$ cat config.mk
export PLATFORM = sky130hd
export DESIGN_NAME = instr_queue_flat
export DESIGN_NICKNAME = d
export VERILOG_FILES = /design/src/rtl/instr_queue_if.sv /design/src/rtl/instr_queue.sv /design/src/flat_wrapper.sv
export SDC_FILE = /design/constraint.sdc
export NUM_CORES = 1
export LEC_CHECK = 0
export ABC_AREA = 1
export BUFFER_PORTS_ARGS = -buffer_cell sky130_fd_sc_hd__buf_2
export CORE_ASPECT_RATIO = 0.75
export CORE_MARGIN = 10
export CORE_UTILIZATION = 55
export CTS_CLUSTER_SIZE = 40
export DETAILED_ROUTE_END_ITERATION = 16
export PLACE_DENSITY = 0.81
export SLEW_MARGIN = 15
export SYNTH_ARGS = -nofsm -noshare
export SYNTH_HDL_FRONTEND = slang
export SYNTH_SLANG_ARGS = --single-unit
$ cat constraint.sdc
create_clock -name clk -period 5.9 [get_ports clk]
set_clock_uncertainty 0.2 [all_clocks]
set_input_delay 1.18 -clock clk [delete_from_list [all_inputs] [get_ports clk]]
set_output_delay 1.18 -clock clk [all_outputs]
set_load 0.05 [all_outputs]
$ cat src/rtl/instr_queue_if.sv
// rtl/instr_queue_if.sv - fetch-to-decode handshake bundle for the instruction queue
// pipe_in layout: {pc[31:0], instruction[31:0], prediction}.
interface instr_queue_if #(
    parameter int DEPTH = 8
) ();
    localparam int PTR_W = $clog2(DEPTH);

    logic [64:0]    pipe_in;
    logic           fetch_enable;
    logic           flush;
    logic           deq_valid;
    logic           deq_ready;
    logic [31:0]    deq_pc;
    logic [31:0]    deq_instruction;
    logic           deq_prediction;
    logic [PTR_W:0] count;

    modport master (
        output pipe_in,
        output flush,
        output deq_ready,
        input  fetch_enable,
        input  deq_valid,
        input  deq_pc,
        input  deq_instruction,
        input  deq_prediction,
        input  count
    );

    modport slave (
        input  pipe_in,
        input  flush,
        input  deq_ready,
        output fetch_enable,
        output deq_valid,
        output deq_pc,
        output deq_instruction,
        output deq_prediction,
        output count
    );
endinterface

$ cat src/rtl/instr_queue.sv
// rtl/instr_queue.sv - in-order first-word-fall-through FIFO between fetch and decode
// Fetch has no valid of its own: every cycle fetch_enable is high and flush is low is a push.
module instr_queue #(
    parameter int DEPTH = 8
) (
    input  logic          clk,
    input  logic          reset,
    instr_queue_if.slave  q
);
    localparam int PTR_W = $clog2(DEPTH);
    localparam logic [PTR_W:0] FULL_CNT = (PTR_W+1)'(DEPTH);

    typedef struct packed {
        logic [31:0] pc;
        logic [31:0] instruction;
        logic        prediction;
    } pipe_in_t;

    pipe_in_t         mem_q [DEPTH];
    pipe_in_t         head_entry;
    logic [PTR_W-1:0] head_q, head_d;
    logic [PTR_W-1:0] tail_q, tail_d;
    logic [PTR_W:0]   count_q, count_d;
    logic             fetch_en;
    logic             not_empty;
    logic             push;
    logic             pop;

    // fetch_enable depends only on registered count, so a full queue never
    // grants a push even if decode pops in the same cycle.
    always_comb begin
        fetch_en  = (count_q != FULL_CNT);
        not_empty = (count_q != '0);
        push      = fetch_en & ~q.flush;
        pop       = not_empty & q.deq_ready & ~q.flush;
    end

    always_comb begin
        head_d  = head_q;
        tail_d  = tail_q;
        count_d = count_q;
        if (q.flush) begin
            head_d  = '0;
            tail_d  = '0;
            count_d = '0;
        end else begin
            if (push) begin
                tail_d = tail_q + PTR_W'(1);
            end
            if (pop) begin
                head_d = head_q + PTR_W'(1);
            end
            unique case ({push, pop})
                2'b10:   count_d = count_q + (PTR_W+1)'(1);
                2'b01:   count_d = count_q - (PTR_W+1)'(1);
                default: count_d = count_q;
            endcase
        end
    end

    always_ff @(posedge clk or posedge reset) begin
        if (reset) begin
            head_q  <= '0;
            tail_q  <= '0;
            count_q <= '0;
        end else begin
            head_q  <= head_d;
            tail_q  <= tail_d;
            count_q <= count_d;
        end
    end

    // Entry storage carries no reset; consumers qualify data with deq_valid.
    always_ff @(posedge clk) begin
        if (push) begin
            mem_q[tail_q] <= pipe_in_t'(q.pipe_in);
        end
    end

    assign head_entry        = mem_q[head_q];
    assign q.fetch_enable    = fetch_en;
    assign q.deq_valid       = not_empty;
    assign q.deq_pc          = head_entry.pc;
    assign q.deq_instruction = head_entry.instruction;
    assign q.deq_prediction  = head_entry.prediction;
    assign q.count           = count_q;

endmodule

$ cat src/flat_wrapper.sv
// flat-port wrapper written by rule: the top's interface ports become plain ports
module instr_queue_flat 
#(
    parameter int DEPTH = 8
)
  (clk, reset, q_pipe_in, q_flush, q_deq_ready, q_fetch_enable, q_deq_valid, q_deq_pc, q_deq_instruction, q_deq_prediction, q_count);
  instr_queue_if #(.DEPTH(DEPTH)) q_i ();
  input  logic clk;
  input  logic reset;
  input wire logic [$bits(q_i.pipe_in)-1:0] q_pipe_in;
  input wire logic [$bits(q_i.flush)-1:0] q_flush;
  input wire logic [$bits(q_i.deq_ready)-1:0] q_deq_ready;
  output wire logic [$bits(q_i.fetch_enable)-1:0] q_fetch_enable;
  output wire logic [$bits(q_i.deq_valid)-1:0] q_deq_valid;
  output wire logic [$bits(q_i.deq_pc)-1:0] q_deq_pc;
  output wire logic [$bits(q_i.deq_instruction)-1:0] q_deq_instruction;
  output wire logic [$bits(q_i.deq_prediction)-1:0] q_deq_prediction;
  output wire logic [$bits(q_i.count)-1:0] q_count;
  assign q_i.pipe_in = q_pipe_in;
  assign q_i.flush = q_flush;
  assign q_i.deq_ready = q_deq_ready;
  assign q_fetch_enable = q_i.fetch_enable;
  assign q_deq_valid = q_i.deq_valid;
  assign q_deq_pc = q_i.deq_pc;
  assign q_deq_instruction = q_i.deq_instruction;
  assign q_deq_prediction = q_i.deq_prediction;
  assign q_count = q_i.count;
  instr_queue #(.DEPTH(DEPTH)) u_core (.clk(clk), .reset(reset), .q(q_i));
endmodule
==> metrics.md, run 1 <==
| Metric | Value |
|---|---|
| Critical-path cell list | `buf_12, nor2_1, nor2_1, o21ai_0, a31oi_1, buf_2` |
| Post-Syn Area | `0.0208 mm^2` |
| Full die area | `0.0460 mm^2` |
| Req. time, crit path | `4.52 ns` |
| Synth warnings | `0` |
| Initial antenna violation count | `5` |
| Worst R2R Start | `u_core.q.count[0]$_DFFE_PP0P_` |
| Final setup vio count | `0` |
| Clock sink total | `530` |
| Worst slack, placed | `1.83 ns` |
| Power Dens Cells | `398 mW/mm^2` |
| Global Route Usage Sum | `20.0%` |
| RSZ-0062 raised after global routing | `false` |
| Leak | `0.00813 uW` |
| Fin crit period | `4.66 ns` |
| Vias | `13,100` |
| CP arrival | `3.28 ns` |
| Clock root buffer | `clkbuf_16` |
| Max-capacitance violation count | `0` |
| Crit-path max cell delay | `0.58 ns` |
| Fin crit share | `79.1%` |
| CP startpoint | `u_core.head_q[0]$_DFFE_PP0P_` |
| Initial Util | `55.9%` |
| Syn_nets | `1,694` |
| Area delta synth->final | `12.9%` |
| Wire per inst | `20.8 um` |
| Residual DRC count | `0` |
| Status | `complete, no violations` |
| R2R setup slack | `3.02 ns` |
| Clock Path Buffers | `3` |
| Yosys reg bits | `530` |
| Final hold slack | `0.385 ns` |
| Layout cells sized above 1 | `13.3%` |
| Setup tns final | `0 ns` |
| Vias in the first global route | `13,100` |
| Placeable Area | `0.0372 mm^2` |
| CP endpoint kind | `output port` |
| Peak VDD IR | `297 uV` |
| Worst slew pin tran | `1.42 ns` |
| First-pass GRT wire length | `73,400 um` |
| Worst Hold Class | `flop to flop` |
| Register area share after synthesis | `76.4%` |
| Post-route total power | `9330 uW` |
| Slowest CP cell | `buf_12` |
| Cts repair resizes | `0` |
| Post-synth cell types | `21` |
| Die Y | `188 um` |
| Htree depth | `2` |
| Clk slew on worst S/H paths | `0.06 ns` |
| Initial DRC count | `1,489` |
| Vias per std cell | `5.76` |
| Hold Vio Cnt, Final | `0` |
| Primary FF master, synth | `edfxtp_1` |
| Post-CTS Setup Bufs | `0` |
| Critical path endpoint | `q_deq_pc[15]` |
| Number of synthesized flops with an enable pin | `520` |
| Clk_lat worst skew | `0.56 ns` |
| Pre-Repair DR Iteration Count | `5` |
| Number of fill cells | `2,675` |
| Placed insts | `2,181` |
| WS Path Type | `flop to output port` |
| Most used cell along the critical path | `nor2_1` |
| FF-to-FF End | `u_core.mem_q[5][13]$_DFFE_PP_` |
| Finished Layout Cells | `2,272` |
| Startpoint class of the critical path | `flop` |
| CTS tree | `yes` |
| Num CTS Buffers | `48` |
| Synth Instances | `1,620` |
| Die width | `244 um` |
| Syn_area_per_cell | `12.8 um^2` |
| Post-DP HPWL | `24,800 um` |
| # IOs | `140` |
| Reg2reg path depth | `7` |
| Final GP Congestion | `0.763` |
| Max_slew headroom | `5.62%` |
| FMAX | `214 MHz` |
| CP Max Fanout | `261` |
| Cell row count | `61` |
| GRT Residual Overflow | `0` |
| Setup WS post-layout | `1.24 ns` |
| Ys async rst share | `1.89%` |
| Detailed-route wire length | `47,200 um` |
| # nets final | `1,802` |
| I/O Buffers | `139` |
| Largest net degree at the start of global routing | `262` |
| Post-route ant nets | `0` |
| Max-slew violations | `0` |
| Post-CTS Hold Buffers | `0` |
-- power breakdown --
| group | internal (uW) | switching, uW |
|---|---|---|
| sequential | 4260 | 53.9 |
| clock | 1780 | 1310 |
| combinational | 412 | 1520 |
-- per-layer routing --
layer	wire [um]	vias up	GRT usage, %	part of all wire [%]
met5	48	-	0	0.10
met4	789	8	5.39	1.7
met3	3960	67	4.35	8.4
met1	20000	6390	27.3	42
li1	-	6041	-	-
met2	22400	570	32.2	47
-- synthesized netlist by cell type, types with 2 or more instances --
library cell	n	area [um^2]
buf_8	2	30.0
a31oi_1	65	407
o21ai_0	233	1170
edfxtp_1	520	15600
buf_2	22	110
buf_6	3	33.8
buf_4	21	158
nand3_1	6	30.0
inv_1	15	56.3
o21ai_1	34	170
nor2_1	336	1260
a21oi_1	68	340
clkbuf_1	51	191
ha_1	4	50.1
nand2_1	225	845
dfrtp_1	10	250
-- flip-flops by register name (all words and copies together), names as in the netlist --
register and cells:
u_core.mem_q 520, u_core.q.count 4, u_core.head_q 3, u_core.tail_q 3
-- kinds of logic after synthesis --
kind of cell               after synthesis  synth area share (%)
buffers and inverters                  116                  2.86
xor gates and xnor gates                 1                0.0422
DFF                                    530                  76.4
and+or+nand+nor                        567                  10.3
adders and majority gates                5                 0.337
AOI/OAI and AO/OA                      401                  10.1
-- cells in the final DEF, fill, tap and decap left out, drive strengths merged --
cell / netlist / routed
a21oi: 68 / 68
a31oi: 65 / 65
buf: 48 / 157
bufinv: 0 / 6
clkbuf: 51 / 60
clkinv: 0 / 22
dfrtp: 10 / 10
diode: 0 / 1
edfxtp: 520 / 520
fa: 1 / 1
ha: 4 / 4
inv: 17 / 18
nand2: 225 / 225
nand3: 6 / 6
nor2: 336 / 336
o21a: 1 / 1
o21ai: 267 / 267
xnor2: 1 / 1
-- worst max-delay path, delay by kind of cell (launching register included) --
family	cells	cell delay, ns
buffers and inverters	2	0.94
AO/OA/AOI/OAI	2	0.64
flip-flops	1	0.47
AND/OR/NAND/NOR	2	0.24
-- how the worst min path moves through the flow --
| stage | startpoint | to | slack [ns] | depth (start not counted) |
|---|---|---|---|---|
| 4_1_cts | u_core.q.count[2]$_DFFE_PP0P_ | u_core.q.count[2]$_DFFE_PP0P_ | 0.38 | 2 |
| 3_3_place_gp | u_core.q.count[3]$_DFFE_PP0P_ | u_core.q.count[3]$_DFFE_PP0P_ | 0.38 | 2 |
| 2_1_floorplan | u_core.tail_q[2]$_DFFE_PP0P_ | u_core.tail_q[2]$_DFFE_PP0P_ | 0.35 | 2 |
| 5_1_grt | u_core.q.count[2]$_DFFE_PP0P_ | u_core.q.count[2]$_DFFE_PP0P_ | 0.42 | 2 |
| 3_5_place_dp | u_core.q.count[2]$_DFFE_PP0P_ | u_core.q.count[2]$_DFFE_PP0P_ | 0.37 | 2 |
| 6_report | u_core.q.count[2]$_DFFE_PP0P_ | u_core.q.count[2]$_DFFE_PP0P_ | 0.39 | 2 |
-- cell type report --
| type | count | area [um^2] | share of cell area [%] |
|---|---|---|---|
| antenna | 1 | 2.50 | 0.0107 |
| sequential | 530 | 15900 | 67.7 |
| tap | 504 | 631 | 2.69 |
| clock buffer | 60 | 1270 | 5.41 |
| clock inverter | 29 | 285 | 1.22 |
| multi-input combinational | 974 | 4370 | 18.6 |
| inverter | 17 | 78.8 | 0.336 |
| timing repair buffer | 157 | 938 | 4.00 |
-- metrics by stage --
step	util, %	cell area, um^2
floorplan	-	20800
global placement	58.8	21900
detailed placement	58.8	21900
CTS	63.0	23400
global route	63.1	23400
finish	63.1	23400
(Power assumes the default switching activity.)
==> run 2: changes to the inputs <==
--- a/config.mk
+++ b/config.mk
@@ -9,10 +9,10 @@
 export BUFFER_PORTS_ARGS = -buffer_cell sky130_fd_sc_hd__buf_2
 export CORE_ASPECT_RATIO = 0.75
 export CORE_MARGIN = 10
-export CORE_UTILIZATION = 55
+export CORE_UTILIZATION = 54
 export CTS_CLUSTER_SIZE = 40
 export DETAILED_ROUTE_END_ITERATION = 16
-export PLACE_DENSITY = 0.81
+export PLACE_DENSITY = 0.82
 export SLEW_MARGIN = 15
 export SYNTH_ARGS = -nofsm -noshare
 export SYNTH_HDL_FRONTEND = slang
==> constraint.sdc (replaced) <==
create_clock -name clk -period 3.8 [get_ports clk]
set_clock_uncertainty 0.2 [all_clocks]
set_input_delay 0.76 -clock clk [delete_from_list [all_inputs] [get_ports clk]]
set_output_delay 0.76 -clock clk [all_outputs]
set_load 0.05 [all_outputs]
==> run 2 against run 1 <==
  * Global-route usage about the same
  * Clock power up 49%
  * Via count up 1.3%
  * Utilization down 0.85 points
  * Sequential cell count unchanged
  * Die area up 1.7%
  * Setup slack worse by 1.1 ns
  * Count of clock-buffer cells in the layout up 2
==> metrics.md, run 2 (same netlist as run 1, synthesis figures left out) <==
| Metric | Value |
|---|---|
| Status | `complete, no violations` |
| Placed insts | `2,214 (+1.5%)` |
| I/O Buffers | `139 (unchanged)` |
| Finished Layout Cells | `2,310 (+1.7%)` |
| # IOs | `140 (unchanged)` |
| Die width | `246 um (+0.85%)` |
| Post-DP HPWL | `26,600 um (+7.3%)` |
| Largest net degree at the start of global routing | `84 (-68%)` |
| Wire per inst | `20.7 um (-0.26%)` |
| Die Y | `190 um (+0.83%)` |
| CP arrival | `2.71 ns (-0.57 ns)` |
| Clk slew on worst S/H paths | `0.06 ns (about the same)` |
| Residual DRC count | `0 (unchanged)` |
| Fin crit period | `3.67 ns` |
| Largest Register | `u_core.mem_q` |
| CTS tree | `yes` |
| RSZ-0062 raised after global routing | `false` |
| Worst Hold Class | `input pin to flop` |
| First-pass GRT wire length | `74,000 um (+0.81%)` |
| Met3 Use GR | `4.33% (-0.023 points)` |
| Clock sink total | `530 (unchanged)` |
| Fin crit share | `96.6%` |
| Final GP Congestion | `0.800 (+4.9%)` |
| # nets final | `1,830 (+1.6%)` |
| Max FFs per register | `520 (unchanged)` |
| Final hold slack | `0.263 ns (-0.122 ns)` |
| Layout cells sized above 1 | `14.6% (+1.3 points)` |
| Num CTS Buffers | `48 (unchanged)` |
| Hold Vio Cnt, Final | `0 (unchanged)` |
| FMAX | `272 MHz` |
| Max_slew headroom | `53.4% (+48 points)` |
| Placeable Area | `0.0381 mm^2 (+2.5%)` |
| Vias | `13,200 (+1.3%)` |
| Vias per std cell | `5.73 (-0.37%)` |
| GRT Residual Overflow | `0 (unchanged)` |
| Full die area | `0.0468 mm^2 (+1.7%)` |
| GRT met1 Usage | `27.7% (+0.41 points)` |
| Met2 GRT Util | `32.0% (-0.20 points)` |
| CP endpoint kind | `output port` |
| Clock Path Buffers | `3 (unchanged)` |
| Max-slew violations | `0 (unchanged)` |
| Global Route Usage Sum | `20.0% (about the same)` |
| Req. time, crit path | `2.84 ns (-1.68 ns)` |
| Power Dens Cells | `608 mW/mm^2 (+53%)` |
| Commonest non-fill, non-tap cells in the layout | `edfxtp_1 (520), nor2_1 (328), o21ai_0 (233), nand2_1 (225), buf_2 (138)` |
| CP Max Fanout | `51 (-80%)` |
| Post-route ant nets | `0 (unchanged)` |
| WS Path Type | `flop to output port` |
| Commonest non-fill, non-tap cell in the layout | `edfxtp_1` |
| Vias in the first global route | `12,900 (-1.4%)` |
| Peak VDD IR | `532 uV (+79%)` |
| Startpoint class of the critical path | `flop` |
| Final setup vio count | `0 (unchanged)` |
| Worst slew pin tran | `0.697 ns (-0.718 ns)` |
| Cell row count | `62 (+1.6%)` |
| GRT busiest layer | `met2` |
| Detailed-route wire length | `47,800 um (+1.4%)` |
| Initial Util | `54.5% (-1.3 points)` |
| Clk_lat worst skew | `0.56 ns (about the same)` |
| Initial antenna violation count | `8 (+3)` |
| Max-capacitance violation count | `0 (unchanged)` |
| Clock root buffer | `clkbuf_16` |
| Leak | `0.00828 uW (+1.8%)` |
| Initial DRC count | `1,536 (+3.2%)` |
| Pre-Repair DR Iteration Count | `6 (+1)` |
| Area delta synth->final | `14.1%` |
| Htree depth | `2 (unchanged)` |
[run 2: changes by cell type in the layout (fill, tap and decap cells not counted), sizes merged, moves of 2 or more]
cell / before / now
clkbuf: 60 / 63
buf: 157 / 183
inv: 18 / 20
diode: 1 / 4
clkinv: 22 / 20
bufinv: 6 / 3
[run 2: through the flow]
| stage | TNS (ns) | setup slack (ns) | utilization (%) | power [uW] | area, um^2 |
|---|---|---|---|---|---|
| floorplan | -55.72 | -0.113 | - | 9060 | 20800 |
| global placement | 0 | 0.599 | 58.1 | 9820 | 22100 |
| detailed placement | 0 | 0.550 | 58.1 | 9890 | 22100 |
| CTS | 0 | 0.0366 | 62.1 | 14500 | 23600 |
| global route | 0 | 0.00865 | 62.2 | 15000 | 23700 |
| finish | 0 | 0.130 | 62.2 | 14400 | 23700 |
[run 2: path summary, 6_finish.rpt]
| check | slack [ns] | startpoint | endpoint | depth (start not counted) |
|---|---|---|---|---|
| worst max register to register | 1.26 | u_core.q.count[0]$_DFFE_PP0P_ | u_core.mem_q[7][29]$_DFFE_PP_ | 7 |
| worst max-delay path | 0.13 | u_core.head_q[0]$_DFFE_PP0P_ | q_deq_instruction[2] | 7 |
| worst min-delay path | 0.26 | q_pipe_in[21] | u_core.mem_q[5][21]$_DFFE_PP_ | 1 |
| worst min register to register | 0.40 | u_core.q.count[3]$_DFFE_PP0P_ | u_core.q.count[3]$_DFFE_PP0P_ | 2 |
| max in group asynchronous | 2.51 | reset | u_core.head_q[0]$_DFFE_PP0P_ | 3 |
| min in group asynchronous | 0.54 | reset | u_core.tail_q[2]$_DFFE_PP0P_ | 3 |
[run 2: power by group]
group	internal (uW)	leakage (uW)	switching, uW
sequential	6610	0.00485	82.6
clock	2580	0.000727	2030
combinational	735	0.00270	2370
total	9920	0.00828	4490
[run 2: what timing repair did]
item,CTS,global route
endpoints found under the setup margin,2,15
cloned,0,0
buffers inserted,1,2
hold buffers,1,0
gates resized for setup,0,5
endpoints found under the hold margin,10,0
[run 2: area by class of cell]
| class | instances | area (um^2) |
|---|---|---|
| well taps | 512 | 641 |
| diodes | 4 | 10.0 |
| clock inverters | 26 | 204 |
| inverters | 17 | 73.8 |
| multi-input cells | 974 | 4370 |
| clock buffers | 62 | 1270 |
| flip-flops and latches | 530 | 15900 |
| repair buffers | 185 | 1250 |
| fillers | 2735 | 14400 |
[run 2: critical path, cell delays in order, from the launching register on]
cell	delay, ns
dfrtp_4	0.58
buf_12	0.27
buf_4	0.27
o21ai_0	0.14
o21ai_1	0.17
a21oi_1	0.07
a31oi_1	0.27
buf_2	0.33
[run 2: metal layers]
layer / up-vias / wire length, um
li1: 6101 / -
met1: 6480 / 19700
met5: - / 46
met3: 77 / 4150
met2: 581 / 23100
met4: 6 / 778
